==> src/rtl/mc_control.sv <==
// Multi-cycle MIPS main control: sequences fetch/decode/execute/memory/write-back,
// stalls on mem_ready, counts retired instructions and flags unsupported opcodes.
module mc_control #(
  parameter bit          MEM_WAIT_EN = 1'b1,
  parameter int unsigned CNT_W       = 32
) (
  input  logic             clk,
  input  logic             reset,
  input  logic [5:0]       OpCode,
  input  logic             mem_ready,
  output logic             PCWrite,
  output logic             PCWriteCond,
  output logic             IorD,
  output logic             MemRead,
  output logic             MemWrite,
  output logic             MemtoReg,
  output logic             IRWrite,
  output logic             RegWrite,
  output logic             RegDst,
  output logic             ALUSrcA,
  output logic             BranchNe,
  output logic [1:0]       ALUOp,
  output logic [1:0]       ALUSrcB,
  output logic [1:0]       PCSource,
  output logic             illegal,
  output logic [3:0]       state,
  output logic [CNT_W-1:0] retired
);

  localparam logic [3:0] StFetch  = 4'd0;
  localparam logic [3:0] StDecode = 4'd1;
  localparam logic [3:0] StMemAdr = 4'd2;
  localparam logic [3:0] StMemRd  = 4'd3;
  localparam logic [3:0] StMemWb  = 4'd4;
  localparam logic [3:0] StMemWr  = 4'd5;
  localparam logic [3:0] StExec   = 4'd6;
  localparam logic [3:0] StRwb    = 4'd7;
  localparam logic [3:0] StBranch = 4'd8;
  localparam logic [3:0] StJump   = 4'd9;
  localparam logic [3:0] StAddiEx = 4'd10;
  localparam logic [3:0] StAddiWb = 4'd11;

  localparam logic [5:0] OpRType = 6'b000000;
  localparam logic [5:0] OpLw    = 6'b100011;
  localparam logic [5:0] OpSw    = 6'b101011;
  localparam logic [5:0] OpBeq   = 6'b000100;
  localparam logic [5:0] OpBne   = 6'b000101;
  localparam logic [5:0] OpJ     = 6'b000010;
  localparam logic [5:0] OpAddi  = 6'b001000;

  logic [3:0]       state_q, state_d;
  logic [CNT_W-1:0] retired_q;
  logic             illegal_q;
  logic             ready;
  logic             op_illegal;
  logic             retire;

  assign ready = MEM_WAIT_EN ? mem_ready : 1'b1;

  always_comb begin
    state_d    = StFetch;
    op_illegal = 1'b0;
    retire     = 1'b0;
    case (state_q)
      StFetch:  state_d = ready ? StDecode : StFetch;
      StDecode: begin
        case (OpCode)
          OpRType:      state_d = StExec;
          OpLw, OpSw:   state_d = StMemAdr;
          OpBeq, OpBne: state_d = StBranch;
          OpJ:          state_d = StJump;
          OpAddi:       state_d = StAddiEx;
          default:      op_illegal = 1'b1;
        endcase
      end
      StMemAdr: state_d = (OpCode == OpLw) ? StMemRd : StMemWr;
      StMemRd:  state_d = ready ? StMemWb : StMemRd;
      StMemWr: begin
        state_d = ready ? StFetch : StMemWr;
        retire  = ready;
      end
      StExec:   state_d = StRwb;
      StAddiEx: state_d = StAddiWb;
      StMemWb, StRwb, StBranch, StJump, StAddiWb: retire = 1'b1;
      default:  state_d = StFetch;
    endcase
  end

  always_ff @(posedge clk or posedge reset) begin
    if (reset) begin
      state_q   <= StFetch;
      retired_q <= '0;
      illegal_q <= 1'b0;
    end else begin
      state_q   <= state_d;
      illegal_q <= op_illegal;
      if (retire) retired_q <= retired_q + CNT_W'(1);
    end
  end

  // Outputs decode state only, except the FETCH handshake; all held low during reset.
  always_comb begin
    PCWrite     = 1'b0;
    PCWriteCond = 1'b0;
    IorD        = 1'b0;
    MemRead     = 1'b0;
    MemWrite    = 1'b0;
    MemtoReg    = 1'b0;
    IRWrite     = 1'b0;
    RegWrite    = 1'b0;
    RegDst      = 1'b0;
    ALUSrcA     = 1'b0;
    BranchNe    = 1'b0;
    ALUOp       = 2'b00;
    ALUSrcB     = 2'b00;
    PCSource    = 2'b00;
    if (!reset) begin
      case (state_q)
        StFetch: begin
          MemRead = 1'b1;
          ALUSrcB = 2'b01;
          IRWrite = ready;
          PCWrite = ready;
        end
        StDecode: ALUSrcB = 2'b11;
        StMemAdr, StAddiEx: begin
          ALUSrcA = 1'b1;
          ALUSrcB = 2'b10;
        end
        StMemRd: begin
          MemRead = 1'b1;
          IorD    = 1'b1;
        end
        StMemWb: begin
          RegWrite = 1'b1;
          MemtoReg = 1'b1;
        end
        StMemWr: begin
          MemWrite = 1'b1;
          IorD     = 1'b1;
        end
        StExec: begin
          ALUSrcA = 1'b1;
          ALUOp   = 2'b10;
        end
        StRwb: begin
          RegWrite = 1'b1;
          RegDst   = 1'b1;
        end
        StBranch: begin
          ALUSrcA     = 1'b1;
          ALUOp       = 2'b01;
          PCWriteCond = 1'b1;
          PCSource    = 2'b01;
          BranchNe    = OpCode[0];
        end
        StJump: begin
          PCWrite  = 1'b1;
          PCSource = 2'b10;
        end
        StAddiWb: RegWrite = 1'b1;
        default: ;
      endcase
    end
  end

  assign state   = state_q;
  assign retired = retired_q;
  assign illegal = illegal_q;

endmodule

==> config.mk <==
export PLATFORM = sky130hd
export DESIGN_NAME = mc_control
export DESIGN_NICKNAME = d
export VERILOG_FILES = /design/src/rtl/mc_control.sv
export SDC_FILE = /design/constraint.sdc
export NUM_CORES = 1
export LEC_CHECK = 0
export BUFFER_PORTS_ARGS = -buffer_cell sky130_fd_sc_hd__buf_2
export CAP_MARGIN = 0
export CORE_ASPECT_RATIO = 0.75
export CORE_UTILIZATION = 51
export CTS_CLUSTER_DIAMETER = 60
export DETAILED_ROUTE_END_ITERATION = 10
export PLACE_DENSITY = 0.83
export SLEW_MARGIN = 20
export SYNTH_ARGS = -nofsm -noshare
export SYNTH_HDL_FRONTEND = slang
export SYNTH_SLANG_ARGS = --single-unit
==> constraint.sdc <==
create_clock -name clk -period 2.4 [get_ports clk]
set_input_delay 0.12 -clock clk [delete_from_list [all_inputs] [get_ports clk]]
set_output_delay 0.12 -clock clk [all_outputs]
set_load 0.005 [all_outputs]
Word-level counts from Yosys, hierarchy flattened:

Cells that the tools add are included.

* equality and inequality tests: 17
* mux-type cells: 37
* reductions and logical operators: 11
* add/subtract/negate cells: 1

Operators with widths (count)
* $add 32x1->32 const B: 1
* $pmux 4 s7: 1
* $mux 1: 24
* $pmux 4 s5: 1
* $eq 4x3->1 const B: 4
* $eq 4x4->1 const B: 4
* $eq 6x3->1 const B: 2
* $eq 6x6->1 const B: 2
* $reduce_or 2->1: 5
* $mux 3: 3
* $eq 4x2->1 const B: 2
* $pmux 2 s2: 2
* $reduce_or 7->1: 1
* $eq 6x2->1 const B: 1
* $eq 6x4->1 const B: 1
* $logic_not 6->1: 1
* $mux 2: 3
* $pmux 2 s3: 1
* $reduce_or 5->1: 1
* $eq 4x1->1 const B: 1
* $logic_not 4->1: 1
* $pmux 1 s2: 2
* $reduce_or 4->1: 1
* $reduce_or 3->1: 1

* input port bits: 9
* logic and storage cells: 69
* output and inout port bits: 54
* flip-flop bits (word level): 37

Depth between registers and ports, before layout:

* depth in word-level cells: 4
* depth in mapped cells: 6
* depth with buffers taken out: 5

Worst setup path before layout:

Ideal clock, no wire load.

* path type: reg2reg
* start: register state_q[2] (netlist: state[2])
* end: register retired_q[31] (netlist: retired[31])
* cell stages (with the launch flop): 7
* required time: 2321 ps
* buffers on the path: 1
* library setup time: 79 ps
* arrival time: 1759 ps
* clock period less this slack: 1838 ps
* setup slack: 562 ps
* cells stage by stage: dfrtp_1 -> buf_2 -> nor2_1 -> a2111o_1 -> or2_4 -> nor3_2 -> xor2_1

* word-level cells in the longest chain between the ends: 3

RTL lines
* start, declared: RTL line 51 `logic [3:0] state_q, state_d;`
* start signal, assigned: RTL line 91 `state_q <= StFetch;`
* start signal, assigned: RTL line 95 `state_q <= state_d;`
* $eq 4x4->1 / $eq 4x3->1 (equally long branches): RTL line 64 `case (state_q)`
* $reduce_or 5->1: RTL line 64
* $pmux 1 s2 *: RTL line 64
* end signal, assigned: RTL line 97 `if (retire) retired_q <= retired_q + CNT_W'(1);`
* end, declared: RTL line 52 `logic [CNT_W-1:0] retired_q;`

Mark *: on every way between the ends. The rest lies on a longest branch, timed or not.
A chain may end at the register's enable or synchronous reset.

Worst setup path in the final report:

* start: register state_q[2] (netlist: state[2])
* end: register state_q[0] (netlist: state[0])

* word-level cells in the longest chain between the ends: 2

RTL lines (RTL line)
* $eq 4x4->1 (tied with other cells): 64
* $pmux 4 s7 *: 64
* net state_d[0]: 51

Mark *: on every way through the listed nets, which the timed path passes. The rest lies on a longest branch.

==> flow_metrics.py <==
metrics = {
    "detailed_routing": {
        "via_per_inst": 5.592,
        "drt_iter0_markers": 175,
        "wl_per_cell_um": 14.71,
        "drt_wl_total_mm": 5.046,
        "ant_nets": 0,
        "via_count": 1918,
        "drc": 0,
        "drt_first_pass_iters": 4,
    },
    "worst_setup_path": {
        "startpoint_type": "flip-flop",
        "path_class": "reg2reg",
        "max_stage_delay_ns": 0.50,
        "crit_slowest_cell": "dfrtp_1",
        "r2r_cells": 5,
        "path_depth": 5,
        "crit_path_cell_trace": "or2_2 > or4_1 > nor4_1 > a21oi_1 > o21ai_0",
        "crit_fanout": 12,
        "worst-path-buf-inv": 0,
        "worstPathRequired_ns": 2.59,
        "cp_top_family": "simple AND/OR/NAND/NOR gates",
        "cp.arrival_ns": 2.29,
        "critPathCaptureType": "flip-flop",
    },
    "floorplanning": {
        "fp.dieW_um": 75.80,
        "initial_core_util_pct": 55.11,
        "ios": 63,
        "core_area_um2": 3780,
        "die_h_um": 57.35,
        "die_area_um2": 4347,
        "rows": 19,
    },
    "grt": {
        "grt_max_degree": 38,
        "grt_util_met3_pct": 5.477,
        "gr-total-overflow": 0,
        "grt_use_total_pct": 25.90,
        "antenna_found_initial": 0,
        "grt_pass1_wl_mm": 8.300,
        "grt_busiest_layer": "met1",
        "use_met2_pct": 36.79,
        "grt_pass1_vias": 1736,
        "global_route.usage.met1_pct": 39.33,
    },
    "clock_network": {
        "cts-root-buf": "clkbuf_8",
        "cts_resized": 0,
        "clk_path_buf_depth": 2,
        "post_cts_buffers": 0,
        "cts_htree_levels": 2,
        "cts_tree": "yes",
        "cts_num_sinks": 37,
        "clkLatencyLatePin_ns": 0.29,
        "cts_buffers": 5,
        "clkTransAtPathRegs_ns": 0.07,
    },
    "synthesis": {
        "ys_ff_latch": 37,
        "synthTopCellsByArea": "dfrtp_1 (44%), xnor2_1 (8.4%), xor2_1 (5.5%), nor2_1 (5.2%), nand3_1 (3.8%)",
        "synth_nets": 231,
        "ys_types": 44,
        "post-synth-top-area-cell": "dfrtp_1",
        "synth.top_cell.area_share_pct": 44.44,
        "async_flop_share_pct": 100.0,
        "ys.flop_type": "dfrtp_1",
        "synth_edf_count": 0,
        "synthCells": 221,
        "yosysWarnings": 0,
        "synth_area_per_cell_um2": 9.426,
        "syn_area_um2": 2083,
        "ys_seq_area_share_pct": 44.44,
    },
    "cells_and_area": {
        "final_cell_mix": "buf_2 (62), dfrtp_1 (37), nor2_1 (29), xnor2_1 (20), nand2_1 (18)",
        "antenna_cells": 0,
        "final_util_pct": 68.82,
        "syn_to_final_growth_pct": 24.86,
        "fill_cells": 305,
        "drive_gt1_share_pct": 29.55,
        "mostFrequentLayoutCell": "buf_2",
        "final_nets": 300,
    },
    "placed_design": {
        "post-place-ws_ns": 0.3480,
        "gp_congestion": 0.8399,
        "port_buffers": 62,
        "hpwl_mm": 3.714,
    },
    "power": {
        "p_int_w": 0.001121,
        "p_comb_share_pct": 17.2,
        "ir_drop_v": 0.0005188,
        "power_w": 0.001551,
        "power_density_nw_per_um2": 596.3,
        "p_leak_nw": 1.244,
        "power_frac_clock_pct": 35.8,
        "switching_power_w": 0.0004300,
        "sequentialPowerShare_pct": 47.0,
        "p_sw_share_pct": 27.72,
    },
    "timing": {
        "slew_violations": 0,
        "rsz0062_at_grt": "no",
        "worst_pin_slew_ns": 0.6012,
        "hold_viol": 0,
        "slew_headroom_pct": 59.61,
        "period_share_pct": 87.59,
        "post-route-min-period_ns": 2.102,
        "fin_ws_ns": 0.2979,
        "fmax_mhz": 475.7,
        "setup_viol": 0,
        "setup-tns-final_ns": 0,
        "holdWs_ns": 0.1629,
        "finClkSkew_ns": 0.008025,
    },
    "run_status": {
        "status": "complete, no violations",
    },
    "worst_hold_path": {
        "min_path_type": "in2reg",
        "min_path_cells": 3,
    },
    "run": {
        "cap_viol_max_count": 0,
    },
}
state kept, by name, summed over array words and instances, names as in the netlist:
register,cells
state,4
retired,32
illegal,1
worst reg2reg max path: cells and delay by family (launching register included):
family           cells  cell delay, ns
AND/OR/NAND/NOR      3            1.26
AO/OA/AOI/OAI        2            0.24
flip-flops           1            0.50
cell families (layout without fill, tap and decap cells):
| logic type | Yosys count | count (layout) | synth area share, % |
|---|---|---|---|
| xor gates and xnor gates | 33 | 33 | 13.87 |
| and+or+nand+nor | 114 | 114 | 29.85 |
| DFF | 37 | 37 | 44.44 |
| muxes | 1 | 1 | 0.4805 |
| buffers and inverters | 14 | 84 | 2.823 |
| adders and majority gates | 1 | 1 | 0.6005 |
| AOI/OAI and AO/OA | 21 | 21 | 7.929 |
cell type report:
cell class                 count  area (um2)  area share [%]
clock buffer                   7       86.33           3.319
clock inverter                 1       30.03           1.154
tap                           52       65.06           2.501
inverter                       6       22.52          0.8658
timing repair buffer          70       372.9           14.33
sequential                    37       925.9           35.59
multi-input combinational    170        1099           42.23
stage by stage:
stage	area [um2]	instances
after floorplan	2083	221
after global placement	2475	334
after detailed placement	2475	334
after CTS	2601	343
after global routing	2601	343
final	2601	343
synthesized netlist by cell type (2+ instances only):
cell,instances
a2111oi_0,2
a21oi_1,4
and2_1,4
and3_1,5
and4_1,4
buf_2,2
clkbuf_1,4
dfrtp_1,37
inv_1,6
nand2_1,18
nand2b_1,2
nand3_1,16
nand4_1,9
nor2_1,29
nor2b_1,2
nor3_1,5
nor3_2,4
nor4_1,5
o21ai_0,5
or2_2,2
or3_1,2
xnor2_1,20
xor2_1,13
repair_timing:
item / CTS / global route
hold endpoints to repair: 34 / 0
endpoints found under the setup margin: 0 / 0
hold buffers: 1 / 0
per-layer routing:
layer,routed length [um],part of all wire (%),vias up
li1,-,-,917
met1,2323,46,915
met2,2282,45,75
met3,352,7.0,11
met4,88,1.7,0
met5,0,0,-
path summary, 6_finish.rpt:
| path | from | to | slack [ns] |
|---|---|---|---|
| setup / recovery | state[2] | state[0] | 0.30 |
| hold / removal | OpCode[1] | state[2] | 0.16 |
| setup reg to reg | state[2] | state[0] | 0.30 |
| hold reg to reg | retired[13] | retired[13] | 0.49 |
| max in group asynchronous | reset | retired[23] | 1.54 |
| min in group asynchronous | reset | retired[16] | 0.53 |
power by group through the flow:
stage                     clock network [W]  registers, W  logic [W]
after global placement                    0      0.000736   0.000256
after global routing               0.000595      0.000736   0.000302
final                              0.000556      0.000728   0.000267
after floorplan                           0      0.000729   0.000150
after CTS                          0.000564      0.000726   0.000267
after detailed placement                  0      0.000738   0.000265
Power figures use the tool's default switching activity.
